--- config.mk ---
export PLATFORM = sky130hd
export DESIGN_NAME = ctrl_pipe
export DESIGN_NICKNAME = d
export VERILOG_FILES = /design/src/rtl/ctrl_pkg.sv /design/src/rtl/ctrl_decode.sv /design/src/rtl/ctrl_pipe.sv
export SDC_FILE = /design/constraint.sdc
export NUM_CORES = 1
export LEC_CHECK = 0
export CAP_MARGIN = 30
export CELL_PAD_IN_SITES_DETAIL_PLACEMENT = 0
export CELL_PAD_IN_SITES_GLOBAL_PLACEMENT = 1
export CORE_UTILIZATION = 42
export CTS_CLUSTER_SIZE = 25
export DETAILED_ROUTE_END_ITERATION = 7
export DONT_BUFFER_PORTS = 1
export GPL_ROUTABILITY_DRIVEN = 0
export HOLD_SLACK_MARGIN = 0.06
export PLACE_DENSITY_LB_ADDON = 0.1
export SLEW_MARGIN = 20
export SYNTH_ARGS = -nofsm -noshare
export SYNTH_HDL_FRONTEND = slang
export SYNTH_SLANG_ARGS = --single-unit
--- constraint.sdc ---
create_clock -name clk -period 1.57 [get_ports clk]
set_input_delay 0.0785 -clock clk [delete_from_list [all_inputs] [get_ports clk]]
set_output_delay 0.0785 -clock clk [all_outputs]
set_load 0.01 [all_outputs]
--- src/rtl/ctrl_pkg.sv ---
// Shared encodings and control-bundle types for the pipelined RV64I control path.
package ctrl_pkg;

    // Major opcodes recognised by the decoder
    localparam logic [6:0] OP_IMM   = 7'b0010011;
    localparam logic [6:0] OP       = 7'b0110011;
    localparam logic [6:0] LOAD     = 7'b0000011;
    localparam logic [6:0] STORE    = 7'b0100011;
    localparam logic [6:0] BRANCH   = 7'b1100011;
    localparam logic [6:0] LUI      = 7'b0110111;
    localparam logic [6:0] AUIPC    = 7'b0010111;
    localparam logic [6:0] JAL      = 7'b1101111;
    localparam logic [6:0] JALR     = 7'b1100111;
    localparam logic [6:0] SYSTEM   = 7'b1110011;
    localparam logic [6:0] OP_W     = 7'b0111011;
    localparam logic [6:0] OP_IMM_W = 7'b0011011;

    // Writeback source select
    localparam logic [1:0] MTR_ALU  = 2'b00;
    localparam logic [1:0] MTR_IMM  = 2'b01;
    localparam logic [1:0] MTR_PC4  = 2'b10;
    localparam logic [1:0] MTR_LOAD = 2'b11;

    typedef struct packed {
        logic       alu_src_b;
        logic [3:0] alu_op;
    } ex_ctrl_t;

    typedef struct packed {
        logic branch;
        logic b_type;
        logic write;
        logic read;
    } mem_ctrl_t;

    typedef struct packed {
        logic       reg_write;
        logic [1:0] mem_to_reg;
    } wb_ctrl_t;

    localparam ex_ctrl_t  EX_BUBBLE  = '{alu_src_b: 1'b0, alu_op: 4'b0000};
    localparam mem_ctrl_t MEM_BUBBLE = '{branch: 1'b0, b_type: 1'b0, write: 1'b0, read: 1'b0};
    localparam wb_ctrl_t  WB_BUBBLE  = '{reg_write: 1'b0, mem_to_reg: 2'b00};

endpackage

--- src/rtl/ctrl_decode.sv ---
// Combinational ID-stage decoder: control bundles, rd, rs-use flags and illegal.
module ctrl_decode
    import ctrl_pkg::*;
#(
    parameter bit RV64W_EN = 1'b1
) (
    input  logic        id_valid,
    input  logic [31:0] id_inst,
    output ex_ctrl_t    ex_ctrl,
    output mem_ctrl_t   mem_ctrl,
    output wb_ctrl_t    wb_ctrl,
    output logic [4:0]  rd,
    output logic        rs1_used,
    output logic        rs2_used,
    output logic        valid,
    output logic        illegal
);

    logic [6:0] opcode_s;
    logic [2:0] f3_s;
    logic       f7b5_s;
    logic [4:0] rd_field_s;
    logic       known_s;
    logic       rd_keep_s;
    logic       rs1_s;
    logic       rs2_s;
    logic       reg_write_s;
    ex_ctrl_t   raw_ex_s;
    mem_ctrl_t  raw_mem_s;
    logic [1:0] raw_mtr_s;
    logic       unused_s;

    assign opcode_s   = id_inst[6:0];
    assign f3_s       = id_inst[14:12];
    assign f7b5_s     = id_inst[30];
    assign rd_field_s = id_inst[11:7];
    // Register and remaining immediate bits are consumed by the hazard logic in the top
    assign unused_s   = ^{id_inst[31], id_inst[29:15]};

    // Opcode classification into raw (ungated) control fields
    always_comb begin
        known_s     = 1'b1;
        rd_keep_s   = 1'b1;
        rs1_s       = 1'b1;
        rs2_s       = 1'b0;
        reg_write_s = 1'b0;
        raw_ex_s    = EX_BUBBLE;
        raw_mem_s   = MEM_BUBBLE;
        raw_mtr_s   = MTR_ALU;
        case (opcode_s)
            OP_IMM: begin
                raw_ex_s    = '{alu_src_b: 1'b1, alu_op: {1'b0, f3_s}};
                reg_write_s = 1'b1;
            end
            OP: begin
                raw_ex_s    = '{alu_src_b: 1'b0, alu_op: {f7b5_s, f3_s}};
                reg_write_s = 1'b1;
                rs2_s       = 1'b1;
            end
            LOAD: begin
                raw_ex_s.alu_src_b = 1'b1;
                raw_mem_s.read     = 1'b1;
                raw_mtr_s          = MTR_LOAD;
                reg_write_s        = 1'b1;
            end
            STORE: begin
                raw_ex_s.alu_src_b = 1'b1;
                raw_mem_s.write    = 1'b1;
                rs2_s              = 1'b1;
                rd_keep_s          = 1'b0;
            end
            BRANCH: begin
                raw_ex_s.alu_op  = 4'b1000;
                raw_mem_s.branch = 1'b1;
                raw_mem_s.b_type = (f3_s == 3'b000);
                rs2_s            = 1'b1;
                rd_keep_s        = 1'b0;
            end
            LUI: begin
                raw_ex_s.alu_src_b = 1'b1;
                raw_mtr_s          = MTR_IMM;
                reg_write_s        = 1'b1;
                rs1_s              = 1'b0;
            end
            AUIPC: begin
                raw_ex_s.alu_src_b = 1'b1;
                reg_write_s        = 1'b1;
                rs1_s              = 1'b0;
            end
            JAL: begin
                raw_mtr_s   = MTR_PC4;
                reg_write_s = 1'b1;
                rs1_s       = 1'b0;
            end
            JALR: begin
                raw_ex_s.alu_src_b = 1'b1;
                raw_mtr_s          = MTR_PC4;
                reg_write_s        = 1'b1;
            end
            SYSTEM: begin
                reg_write_s = 1'b1;
            end
            OP_W: begin
                if (RV64W_EN) begin
                    raw_ex_s    = '{alu_src_b: 1'b0, alu_op: {1'b1, f3_s}};
                    reg_write_s = 1'b1;
                    rs2_s       = 1'b1;
                end else begin
                    known_s = 1'b0;
                end
            end
            OP_IMM_W: begin
                if (RV64W_EN) begin
                    raw_ex_s    = '{alu_src_b: 1'b1, alu_op: {1'b1, f3_s}};
                    reg_write_s = 1'b1;
                end else begin
                    known_s = 1'b0;
                end
            end
            default: begin
                known_s = 1'b0;
            end
        endcase
    end

    assign valid    = id_valid & known_s;
    assign illegal  = id_valid & ~known_s;
    assign rd       = (valid && rd_keep_s) ? rd_field_s : 5'd0;
    assign rs1_used = valid & rs1_s;
    assign rs2_used = valid & rs2_s;
    assign ex_ctrl  = valid ? raw_ex_s  : EX_BUBBLE;
    assign mem_ctrl = valid ? raw_mem_s : MEM_BUBBLE;
    // A write to x0 is suppressed here so downstream never sees it
    assign wb_ctrl  = valid ? '{reg_write: reg_write_s & (rd != 5'd0), mem_to_reg: raw_mtr_s}
                            : WB_BUBBLE;

endmodule

--- src/rtl/ctrl_pipe.sv ---
// Pipelined control path: ID decode, ID/EX, EX/MEM, MEM/WB registers and load-use stall.
module ctrl_pipe
    import ctrl_pkg::*;
#(
    parameter int unsigned ALU_OP_W    = 4,
    parameter bit          RV64W_EN    = 1'b1,
    parameter bit          LOAD_USE_EN = 1'b1
) (
    input  logic                clk,
    input  logic                rst,
    input  logic                id_valid,
    input  logic [31:0]         id_inst,
    input  logic                flush,
    output logic                stall_id,
    output logic                illegal,
    output logic                ex_valid,
    output logic                ex_alu_src_b,
    output logic [ALU_OP_W-1:0] ex_alu_op,
    output logic [4:0]          ex_rd,
    output logic                mem_valid,
    output logic                mem_branch,
    output logic                mem_b_type,
    output logic                mem_write,
    output logic                mem_read,
    output logic [4:0]          mem_rd,
    output logic                wb_valid,
    output logic                wb_reg_write,
    output logic [1:0]          wb_mem_to_reg,
    output logic [4:0]          wb_rd
);

    ex_ctrl_t   dec_ex_s;
    mem_ctrl_t  dec_mem_s;
    wb_ctrl_t   dec_wb_s;
    logic [4:0] dec_rd_s;
    logic       dec_rs1_s;
    logic       dec_rs2_s;
    logic       dec_valid_s;
    logic       hit_s;
    logic       stall_s;

    logic       ex_valid_r;
    ex_ctrl_t   ex_ctrl_r;
    mem_ctrl_t  ex_mem_r;
    wb_ctrl_t   ex_wb_r;
    logic [4:0] ex_rd_r;
    logic       mem_valid_r;
    mem_ctrl_t  mem_ctrl_r;
    wb_ctrl_t   mem_wb_r;
    logic [4:0] mem_rd_r;
    logic       wb_valid_r;
    wb_ctrl_t   wb_ctrl_r;
    logic [4:0] wb_rd_r;

    ctrl_decode #(.RV64W_EN(RV64W_EN)) u_decode (
        .id_valid (id_valid),
        .id_inst  (id_inst),
        .ex_ctrl  (dec_ex_s),
        .mem_ctrl (dec_mem_s),
        .wb_ctrl  (dec_wb_s),
        .rd       (dec_rd_s),
        .rs1_used (dec_rs1_s),
        .rs2_used (dec_rs2_s),
        .valid    (dec_valid_s),
        .illegal  (illegal)
    );

    // Load-use detection against the load sitting in EX; flush masks it since ID is discarded
    always_comb begin
        hit_s = (dec_rs1_s && (id_inst[19:15] == ex_rd_r)) ||
                (dec_rs2_s && (id_inst[24:20] == ex_rd_r));
        if (LOAD_USE_EN && !flush && ex_valid_r && ex_mem_r.read &&
            (ex_rd_r != 5'd0) && id_valid && hit_s) begin
            stall_s = 1'b1;
        end else begin
            stall_s = 1'b0;
        end
    end

    // ID/EX register: takes a bubble on flush or stall, else the decoded instruction
    always_ff @(posedge clk or posedge rst) begin
        if (rst) begin
            ex_valid_r <= 1'b0;
            ex_ctrl_r  <= EX_BUBBLE;
            ex_mem_r   <= MEM_BUBBLE;
            ex_wb_r    <= WB_BUBBLE;
            ex_rd_r    <= 5'd0;
        end else if (flush || stall_s) begin
            ex_valid_r <= 1'b0;
            ex_ctrl_r  <= EX_BUBBLE;
            ex_mem_r   <= MEM_BUBBLE;
            ex_wb_r    <= WB_BUBBLE;
            ex_rd_r    <= 5'd0;
        end else begin
            ex_valid_r <= dec_valid_s;
            ex_ctrl_r  <= dec_ex_s;
            ex_mem_r   <= dec_mem_s;
            ex_wb_r    <= dec_wb_s;
            ex_rd_r    <= dec_rd_s;
        end
    end

    // EX/MEM register: always advances so the branch-resolving instruction completes
    always_ff @(posedge clk or posedge rst) begin
        if (rst) begin
            mem_valid_r <= 1'b0;
            mem_ctrl_r  <= MEM_BUBBLE;
            mem_wb_r    <= WB_BUBBLE;
            mem_rd_r    <= 5'd0;
        end else begin
            mem_valid_r <= ex_valid_r;
            mem_ctrl_r  <= ex_mem_r;
            mem_wb_r    <= ex_wb_r;
            mem_rd_r    <= ex_rd_r;
        end
    end

    // MEM/WB register: always advances
    always_ff @(posedge clk or posedge rst) begin
        if (rst) begin
            wb_valid_r <= 1'b0;
            wb_ctrl_r  <= WB_BUBBLE;
            wb_rd_r    <= 5'd0;
        end else begin
            wb_valid_r <= mem_valid_r;
            wb_ctrl_r  <= mem_wb_r;
            wb_rd_r    <= mem_rd_r;
        end
    end

    assign stall_id      = stall_s;
    assign ex_valid      = ex_valid_r;
    assign ex_alu_src_b  = ex_ctrl_r.alu_src_b;
    assign ex_alu_op     = ALU_OP_W'(ex_ctrl_r.alu_op);
    assign ex_rd         = ex_rd_r;
    assign mem_valid     = mem_valid_r;
    assign mem_branch    = mem_ctrl_r.branch;
    assign mem_b_type    = mem_ctrl_r.b_type;
    assign mem_write     = mem_ctrl_r.write;
    assign mem_read      = mem_ctrl_r.read;
    assign mem_rd        = mem_rd_r;
    assign wb_valid      = wb_valid_r;
    // Bubbles carry reg_write=0, so this is already qualified by wb_valid
    assign wb_reg_write  = wb_ctrl_r.reg_write;
    assign wb_mem_to_reg = wb_ctrl_r.mem_to_reg;
    assign wb_rd         = wb_rd_r;

endmodule

# Word level (Yosys, flattened, before mapping)
# Index checks and enable logic that the tools add are counted.
# classes
eq_ne	14
n_mux	21
n_bitwise	6
n_reduce_logical	22
# op_table
operator	count
$eq A7 B6 Y1 const B	4
$eq A7 B7 Y1 const B	4
$eq A7 B5 Y1 const B	3
$mux W5	4
$pmux W4 S4	1
$reduce_or A12 Y1	1
$eq A5 B5 Y1	2
$mux W1	10
$reduce_bool A5 Y1	2
$reduce_or A10 Y1	1
$logic_and A1 B1 Y1	8
$mux W4	2
$eq A7 B2 Y1 const B	1
$reduce_or A7 Y1	1
$mux W3	2
$pmux W2 S3	1
$reduce_or A2 Y1	3
$and A1 B1 Y1	5
$reduce_or A4 Y1	1
$logic_not A3 Y1	1
$reduce_or A3 Y1	1
$logic_or A1 B1 Y1	2
$mux W2	1
$logic_not A1 Y1	1
$not A1 Y1	1
# totals
ff_bits	40
inputBits	36
wordCells	85

# Depth between registers and ports, before layout
# Gate-level depths: netlist (run 1).
# depth
depth_word	11
ltp_mapped	6

# Hierarchy
# A second synthesis (run 1) with hierarchy kept.
# unflattened
cells_unflattened	162
area_unflattened_um2	1795.5
# modules_own_cells
mod	instances	cells_per_inst	area_per_inst_um2
ctrl_pipe	1	100	1388.8
ctrl_decode	1	62	406.6

# Worst setup path after synthesis (run 1)
# Ideal clock, no wire load.
# synth_path
path_type	register to register
from	reg ex_rd_r[0] (netlist: ex_rd[0])
to	reg ex_mem_r[2] (netlist name)
t_arrival_ns	1.659
required_time_ns	1.474
setup_slack_ns	-0.185
stages_incl_launch_ff	6
period_less_slack_ns	1.755
cell_sequence	dfrtp_1 or4_4 o21bai_4 or4_4 nand3_4 nor4_2
# synth_between
elab_chain_cells	7
# synth_lines
item	line	text
start, declared	ctrl_pipe.sv:46	logic [4:0] ex_rd_r;
start signal, assigned	ctrl_pipe.sv:99	ex_rd_r <= dec_rd_s;
$eq A5 B5 Y1 (tied with other cells)	ctrl_pipe.sv:70	hit_s = (dec_rs1_s && (id_inst[19:15] == ex_rd_r)) ||
$logic_and A1 B1 Y1, on equally long branches	ctrl_pipe.sv:70, ctrl_pipe.sv:71, ctrl_pipe.sv:72	
$logic_or A1 B1 Y1 / $logic_and A1 B1 Y1 (equally long branches)	ctrl_pipe.sv:70, ctrl_pipe.sv:73	
$logic_and A1 B1 Y1 (*)	ctrl_pipe.sv:73	(ex_rd_r != 5'd0) && id_valid && hit_s) begin
$mux W1 (*)	ctrl_pipe.sv:72	if (LOAD_USE_EN && !flush && ex_valid_r && ex_mem_r.read &&
$logic_or A1 B1 Y1 (*)	ctrl_pipe.sv:88	end else if (flush || stall_s) begin
$mux W4 (*)	ctrl_pipe.sv:88	
end signal, assigned	ctrl_pipe.sv:97	ex_mem_r <= dec_mem_s;
end, declared	ctrl_pipe.sv:44	mem_ctrl_t ex_mem_r;
# Every way passes the cells marked *; elsewhere a longest branch is shown, timed or not.

# Final worst setup path (run 1)
# layout_path
from	reg ex_rd_r[4] (netlist: ex_rd[4])
to	out stall_id
# layout_between
elab_chain_cells	5
# layout_lines
item	line	text
$eq A5 B5 Y1 (tied with other cells)	ctrl_pipe.sv:70	
$logic_and A1 B1 Y1, on equally long branches	ctrl_pipe.sv:70, ctrl_pipe.sv:71, ctrl_pipe.sv:72	
$logic_or A1 B1 Y1 / $logic_and A1 B1 Y1 (equally long branches)	ctrl_pipe.sv:70, ctrl_pipe.sv:73	
$logic_and A1 B1 Y1 (*)	ctrl_pipe.sv:73	
$mux W1 (*)	ctrl_pipe.sv:72	
end, declared	ctrl_pipe.sv:14	output logic stall_id,
# Marked as above.

==> flow_summary.json, run 1 <==
{
  "status": "finished, violations left",
  "violations": "setup timing",
  "crit_path_max_fanout": 3,
  "synthSimpleGateAreaFrac_pct": 22.6,
  "wire_per_inst_microns": 15.9,
  "viasPerCell": 5.18,
  "synth.avg_cell_area_sq_um": 12.1,
  "fp-row-count": 22,
  "rsz0062_at_grt": "true",
  "critPathMostFrequentCell": "or4_4",
  "ir_drop_uv": 450,
  "leakage_nw": 1.00,
  "dp_cells": 195,
  "yosys_warnings": 0,
  "synth_fa_ha_area_share_pct": 0,
  "chipWidth_microns": 64.9,
  "startpoint_type": "flip-flop",
  "fmax_mhz": 534,
  "synth.area.mux_share_pct": 1.35,
  "clk_path_buf_depth": 2,
  "numCtsBuffers": 5,
  "ys_ff_latch": 40,
  "layout-drive-gt1-share_pct": 31.7,
  "synth_compound_area_share_pct": 9.17,
  "die_area_sq_um": 4220,
  "arrival_ns": 1.79,
  "grt_pass1_vias": 1192,
  "path_cells": "or4_4, o21bai_4, or4_4, a21oi_2, buf_4",
  "fin_crit_ns": 1.87,
  "finClkSkew_ns": 0.00609,
  "crit_slowest_cell": "or4_4",
  "grt_pass1_wl_microns": 6010,
  "wl_microns": 3640,
  "path_class": "flip-flop to primary output",
  "cp-end-kind": "primary output",
  "antennaDiodeCount": 0,
  "stdcell_count": 228,
  "hold_slack_ns": 0.0696,
  "clockRootBuffer": "clkbuf_8",
  "io_pins": 68,
  "dr.pass1.iters": 4,
  "synth_nets": 173,
  "worst_slew_pin_slew_ns": 0.603,
  "synth_cell_types": 39,
  "seq_area_frac_synth_pct": 60.2,
  "die_h_microns": 64.9,
  "grt_max_degree": 41,
  "period_share_pct": 119,
  "drt_iter0_markers": 110,
  "htree_levels": 2,
  "nets": 215,
  "dp_hpwl_microns": 2310,
  "cts_tree": "done",
  "netlist_area_sq_um": 1660,
  "setup_violations": 19,
  "drcViolationCount": 0,
  "maxSlewViolCount": 0,
  "overflow": 0,
  "path_clk_slew_ns": 0.07,
  "cts_sinks": 40,
  "final_util_pct": 60.1,
  "clk_latency_ns": 0.28,
  "ant_nets": 0,
  "cp_slowest_stage_delay_ns": 0.58,
  "coreArea_sq_um": 3740,
  "hold_viol_final": 0,
  "antenna_found_initial": 0,
  "cp.required_ns": 1.49,
  "relSlewSlack_pct": 59.3,
  "port-buffer-count": 0,
  "hold_path.class": "input port to flip-flop",
  "fin_ws_ns": -0.301,
  "synth-xor-area-share_pct": 5.26,
  "grt_usage_pct": 19.5,
  "yosys-top-cells-area": "dfrtp_1 60%, nor2_1 2.9%, xnor2_1 2.6%",
  "syn2layout_area_growth_pct": 35.1,
  "synthCells": 137,
  "synth_top_family_by_area": "simple AND/OR/NAND/NOR gates",
  "power_density_nw_per_um2": 887,
  "yosysTopAreaCell": "dfrtp_1",
  "timing.max_cap.violations": 0,
  "start_util_pct": 44.5,
  "vias": 1180,
  "synth_top_area_share_pct": 60.2
}
==> placed cells by master, fill, tap and decap left out, types with 2 or more instances in the layout <==
| master | n |
|---|---|
| or4_4 | 2 |
| nor3_2 | 4 |
| buf_4 | 19 |
| nor3b_1 | 2 |
| nand3b_1 | 3 |
| o21ai_0 | 3 |
| a31oi_1 | 2 |
| nor3_1 | 2 |
| xnor2_1 | 5 |
| dfrtp_1 | 36 |
| nand4b_1 | 3 |
| mux2_2 | 2 |
| dlygate4sd3_1 | 18 |
| nor2_2 | 3 |
| clkbuf_8 | 5 |
| a21oi_1 | 4 |
| dfrtp_2 | 4 |
| nand2_1 | 9 |
| nor2_1 | 8 |
| nor2_4 | 2 |
| buf_6 | 3 |
| nand3_1 | 3 |
| o21bai_1 | 2 |
| xor2_1 | 5 |
| and2_1 | 4 |
==> per-stage QoR <==
stage               TNS, ns  area (sq um)  setup WS [ns]  total power, mW
CTS                   -3.60          2210         -0.301             2.01
detailed placement    -2.37          1840         -0.217             1.17
global placement      -1.81          1840         -0.173             1.17
finish                -4.11          2250         -0.301             2.00
global route          -5.13          2250         -0.377             2.09
floorplan             -1.49          1690         -0.154             1.16
==> cell type report <==
type                    count  area, sq um
fillers                   334         1500
multi-input cells          91          714
flip-flops and latches     40         1010
clock buffers               6         72.6
repair buffers             40          357
inverters                   1         3.75
clock inverters             2         35.0
well taps                  48         60.1
==> metal layers <==
metal	vias up	part of all wire, %	track usage, %
met5	-	0	0
met4	0	1.2	7.50
met3	5	8.0	6.51
met2	48	46	29.8
met1	567	45	25.3
li1	560	-	-
==> worst max-delay path, delay by kind of cell, from the launching register on <==
kind | cells | cell delay, ns
DFF | 1 | 0.42
AOI/OAI and AO/OA | 2 | 0.20
and+or+nand+nor | 2 | 0.74
buffers and inverters | 1 | 0.15
==> repair_timing <==
item	CTS	global route
pin swaps	9	5
hold buffers	18	0
gates resized for setup	7	10
endpoints found under the hold margin	57	0
buffers inserted	8	0
endpoints found under the setup margin	19	19
==> cell families (layout without fill, tap and decap cells) <==
family / after synthesis / after routing
mux: 2 / 2
flops: 40 / 40
compound gates: 19 / 19
xor+xnor: 10 / 10
simple gates: 60 / 60
buf+inv: 6 / 49
==> synthesized netlist by cell type <==
library cell,count
dfrtp_1,40
o21bai_4,1
o21ai_0,3
o21bai_1,2
nor2_1,13
nand3_1,3
nor4_1,2
xnor2_1,5
nand4b_1,3
or3_1,1
o211a_1,1
nor4b_1,1
and3_1,1
or4_4,2
nand3b_1,3
nand2_1,9
and2_1,5
and3b_1,1
a21o_1,1
a21oi_1,5
o2111ai_4,1
a211oi_1,1
mux2_2,2
inv_1,1
nor3_1,6
a31oi_1,2
buf_2,2
or3b_2,1
and2b_1,1
or4_1,1
o21a_1,1
xor2_1,5
nand3b_4,1
a21boi_0,1
nor2b_1,1
nor3b_1,3
clkbuf_1,3
nor4_2,1
nand3_4,1
==> path summary, 6_finish.rpt <==
check	depth (start not counted)	from	slack, ns	end
max in group asynchronous	3	rst	0.85	ex_rd[1]
min in group asynchronous	3	rst	0.37	mem_valid
setup reg to reg	6	ex_rd[4]	-0.29	ex_mem_r[0]
setup / recovery	5	ex_rd[4]	-0.30	stall_id
hold / removal	3	id_inst[5]	0.07	ex_alu_op[3]
hold reg to reg	0	mem_wb_r[0]	0.35	wb_mem_to_reg[0]
==> report_power, final <==
group | switching [mW] | internal [mW]
registers | 0.00583 | 1.04
clock network | 0.325 | 0.471
logic | 0.0812 | 0.0751
total | 0.412 | 1.58
(Power assumes the default switching activity.)
==> run 2: changes to the inputs <==
==> constraint.sdc (replaced) <==
create_clock -name clk -period 1.57 [get_ports clk]
set_input_delay 0.0785 -clock clk [delete_from_list [all_inputs] [get_ports clk]]
set_output_delay 0.0785 -clock clk [all_outputs]
set_load 0.05 [all_outputs]
==> flow_summary.json, run 2 (synthesis results as in run 1) <==
{
  "reg2reg_from": "ex_rd[4]",
  "chipWidth_microns": 64.9,
  "dp_hpwl_microns": 2360,
  "htree_levels": 2,
  "rsz0062_at_grt": "true",
  "grt_max_degree": 21,
  "stdcell_area_sq_um": 2250,
  "path_class": "flip-flop to primary output",
  "final_cell_mix": "34 x dfrtp_1, 21 x buf_4, 19 x dlygate4sd3_1, 9 x nand2_1, 7 x nor2_1",
  "dp_cells": 198,
  "dr.pass1.iters": 4,
  "tns_ns": -4.50,
  "crit_path_max_fanout": 2,
  "crit_buf_inv": 1,
  "wl_microns": 3430,
  "crit_slowest_cell": "or4_4",
  "setup_violations": 19,
  "relSlewSlack_pct": 53.9,
  "antenna_found_initial": 0,
  "final_util_pct": 60.0,
  "drt_iter0_markers": 34,
  "fmax_mhz": 515,
  "worstHoldEndpoint": "ex_alu_op[3]",
  "grt_use_met2_pct": 26.7,
  "fin_crit_ns": 1.94,
  "cts_tree": "done",
  "antennaDiodeCount": 0,
  "path_clk_slew_ns": 0.07,
  "timing.max_cap.violations": 0,
  "wire_per_inst_microns": 15.0,
  "overflow": 0,
  "numCtsBuffers": 5,
  "worstHoldPathCells": 3,
  "use_met1_pct": 24.0,
  "ir_drop_uv": 513,
  "cp.required_ns": 1.49,
  "leakage_nw": 1.01,
  "rrSetupSlack_ns": -0.31,
  "arrival_ns": 1.86,
  "fp-row-count": 22,
  "coreArea_sq_um": 3740,
  "fin_ws_ns": -0.373,
  "hold_viol_final": 0,
  "crit_start": "ex_valid",
  "stdcell_count": 229,
  "rr_worst_depth": 6,
  "cp-end-kind": "primary output",
  "cts_sinks": 40,
  "path_delay_family": "simple AND/OR/NAND/NOR gates",
  "top_usage_layer": "met2",
  "hold_path.class": "input port to flip-flop",
  "clockRootBuffer": "clkbuf_8",
  "num-fill-cells": 325,
  "die_area_sq_um": 4220,
  "worst_slew_pin_slew_ns": 0.682,
  "vias": 1189,
  "status": "finished, violations left",
  "period_share_pct": 124,
  "finClkSkew_ns": 0.00342,
  "viasPerCell": 5.19,
  "layout-drive-gt1-share_pct": 30.9,
  "cp_slowest_stage_delay_ns": 0.51,
  "final_common_cell": "dfrtp_1",
  "maxSlewViolCount": 0,
  "clk_path_buf_depth": 2,
  "startpoint_type": "flip-flop",
  "hold_start": "id_inst[5]",
  "clk_latency_ns": 0.29,
  "post_dp_cell_area_sq_um": 1880,
  "ant_nets": 0,
  "grt_usage_pct": 18.3,
  "reg2reg_to": "ex_mem_r[0]",
  "port-buffer-count": 0,
  "hold_slack_ns": 0.0743,
  "start_util_pct": 44.5,
  "path_cells": "nand4b_1, o21bai_4, or4_4, a21oi_4, buf_12",
  "power_density_nw_per_um2": 902,
  "grt_pass1_vias": 1183,
  "violations": "setup timing",
  "grt_util_met3_pct": 5.81,
  "drcViolationCount": 0,
  "die_h_microns": 64.9,
  "syn2layout_area_growth_pct": 35.0,
  "nets": 216,
  "grt_pass1_wl_microns": 5700,
  "io_pins": 68
}
## run 2: cell count changes in the layout (fill, tap and decap cells not counted), sizes merged
cell,change
dlygate4sd3,+1
## run 2: routing by layer
layer / vias up / share of wire (%) / routed length (microns)
met1: 576 / 45 / 1550
met4: 0 / 1.5 / 50
met5: - / 0 / 0
li1: 564 / - / -
met3: 4 / 7.2 / 246
met2: 45 / 46 / 1580
## run 2: worst max-delay path by stage
stage	endpoint	slack, ns	cells after the start
finish	stall_id	-0.37	5
global route	stall_id	-0.44	5
CTS	stall_id	-0.40	5
detailed placement	ex_rd[0]	-0.23	5
global placement	ex_rd[3]	-0.18	5
floorplan	stall_id	-0.28	4
## run 2: area by class of cell
class | count | area [sq um] | share of cell area [%]
flip-flops and latches | 40 | 1010 | 44.9
multi-input cells | 91 | 698 | 31.1
repair buffers | 41 | 368 | 16.4
clock buffers | 6 | 72.6 | 3.23
well taps | 48 | 60.1 | 2.67
clock inverters | 2 | 35.0 | 1.56
inverters | 1 | 3.75 | 0.167
## run 2: worst register-to-register path: cells and delay by family, from the launching register on
kind	cells	cell delay, ns
AND/OR/NAND/NOR	4	1.09
AO/OA/AOI/OAI	1	0.14
flip-flops	1	0.43
buffers and inverters	1	0.15
## run 2: what timing repair did
action	in CTS	in global routing
endpoints found under the hold margin	56	1
pin swaps	4	4
setup buffers	4	0
endpoints found under the setup margin	19	19
hold buffers	18	1
resized for setup	4	5
## run 2: metrics by stage
step | total power, mW | worst slack (ns)
after floorplan | 1.18 | -0.278
after global placement | 1.19 | -0.176
after detailed placement | 1.19 | -0.229
after CTS | 2.04 | -0.402
after global routing | 2.11 | -0.436
final | 2.02 | -0.373
## run 2: power by group
part | internal (mW) | switching (mW)
Clock | 0.471 | 0.331
Sequential | 1.04 | 0.0193
Combinational | 0.0809 | 0.0856
Total | 1.59 | 0.436
==> run 3: changes to the inputs <==
--- a/config.mk
+++ b/config.mk
@@ -8,7 +8,7 @@
 export CAP_MARGIN = 30
 export CELL_PAD_IN_SITES_DETAIL_PLACEMENT = 0
 export CELL_PAD_IN_SITES_GLOBAL_PLACEMENT = 1
-export CORE_UTILIZATION = 42
+export CORE_UTILIZATION = 30
 export CTS_CLUSTER_SIZE = 25
 export DETAILED_ROUTE_END_ITERATION = 7
 export DONT_BUFFER_PORTS = 1
==> flow_summary.json, run 3 (synthesis results as in run 1) <==
{
  "status": "finished, violations left",
  "violations": "setup timing",
  "worst_slew_pin_slew_ns": 0.500,
  "antennaDiodeCount": 0,
  "maxSlewViolCount": 0,
  "dp_hpwl_microns": 2660,
  "drcViolationCount": 0,
  "numCtsBuffers": 5,
  "final_cell_mix": "34 x dfrtp_1, 25 x buf_4, 18 x dlygate4sd3_1, 9 x nand2_1, 7 x nor2_1",
  "cts_tree": "done",
  "fp-row-count": 26,
  "timing.max_cap.violations": 0,
  "cp-end-kind": "primary output",
  "dr.pass1.iters": 4,
  "syn2layout_area_growth_pct": 40.2,
  "drt_iter0_markers": 34,
  "num-fill-cells": 480,
  "chipWidth_microns": 76.5,
  "grt_usage_pct": 13.4,
  "clk_path_buf_depth": 2,
  "arrival_ns": 1.84,
  "grt_pass1_wl_microns": 6060,
  "cp.required_ns": 1.49,
  "fin_ws_ns": -0.346,
  "path_clk_slew_ns": 0.08,
  "antenna_found_initial": 0,
  "io_pins": 68,
  "viasPerCell": 4.77,
  "startpoint_type": "flip-flop",
  "ir_drop_uv": 469,
  "die_h_microns": 76.5,
  "overflow": 0,
  "clockRootBuffer": "clkbuf_8",
  "wire_per_inst_microns": 14.9,
  "relSlewSlack_pct": 66.7,
  "setup_violations": 19,
  "vias": 1216,
  "fmax_mhz": 522,
  "fin_crit_ns": 1.92,
  "rsz0062_at_grt": "true",
  "port-buffer-count": 0,
  "clk_latency_ns": 0.28,
  "leakage_nw": 1.04,
  "path_class": "flip-flop to primary output",
  "ant_nets": 0,
  "coreArea_sq_um": 5240,
  "finClkSkew_ns": 0.00537,
  "layout-drive-gt1-share_pct": 34.1,
  "wl_microns": 3810,
  "grt_pass1_vias": 1196,
  "crit_path_max_fanout": 2,
  "final_util_pct": 44.5,
  "grt_max_degree": 41,
  "hold_path.class": "input port to flip-flop",
  "htree_levels": 2,
  "hold_viol_final": 0,
  "cts_sinks": 40,
  "power_density_nw_per_um2": 872,
  "start_util_pct": 31.8,
  "die_area_sq_um": 5850,
  "final_common_cell": "dfrtp_1",
  "nets": 220,
  "period_share_pct": 122,
  "hold_slack_ns": 0.0652
}
==> run 3: area by class of cell <==
type / instances / area (sq um) / share of cell area (%)
tap: 70 / 87.6 / 3.76
sequential: 40 / 1010 / 43.2
timing repair buffer: 45 / 399 / 17.1
inverter: 1 / 3.75 / 0.161
multi-input combinational: 91 / 726 / 31.1
clock inverter: 2 / 35.0 / 1.50
clock buffer: 6 / 72.6 / 3.11
==> run 3: final timing paths <==
check / from / to / slack, ns / cells after the start
setup / recovery: ex_mem_r[0] / stall_id / -0.35 / 5
hold / removal: id_inst[5] / ex_alu_op[3] / 0.07 / 3
setup reg to reg: ex_rd[3] / ex_mem_r[0] / -0.34 / 6
hold reg to reg: mem_wb_r[2] / wb_reg_write / 0.35 / 0
max in group asynchronous: rst / ex_rd[2] / 0.84 / 3
min in group asynchronous: rst / wb_rd[2] / 0.36 / 3
==> run 3: where the power goes <==
part	internal [mW]	switching, mW	total, mW
Sequential	1.04	0.0196	1.06
Combinational	0.0808	0.0901	0.171
Clock	0.472	0.336	0.808
==> run 3: repair_timing <==
action | 4_1_cts | 5_1_grt
pin swaps | 6 | 3
hold buffers | 18 | 0
setup buffers | 6 | 1
resized for setup | 6 | 9
endpoints found under the setup margin | 19 | 19
hold endpoints to repair | 57 | 0
==> run 3: worst max-delay path, stage by stage, from the launching register on <==
cell      delay (ns)
dfrtp_1         0.36
nand4b_1        0.15
o21bai_4        0.21
or4_4           0.50
a21oi_4         0.18
buf_12          0.15
==> run 3: metal layers <==
layer	vias up	wire (microns)	global-route usage, %	share of wire (%)
li1	575	-	-	-
met1	591	1730	18.9	45
met2	46	1750	18.8	46
met3	4	291	4.91	7.6
met4	0	40	4.62	1.1
met5	-	0	0	0
==> run 3: per-stage QoR <==
stage	worst slack [ns]	setup TNS, ns	power (mW)	instances	area [sq um]
final	-0.346	-4.58	2.03	255	2330
after global routing	-0.418	-5.94	2.15	255	2330
after CTS	-0.372	-4.65	2.06	254	2280
after detailed placement	-0.215	-2.75	1.19	222	1930
after global placement	-0.180	-2.31	1.19	222	1930
after floorplan	-0.278	-3.91	1.18	137	1700
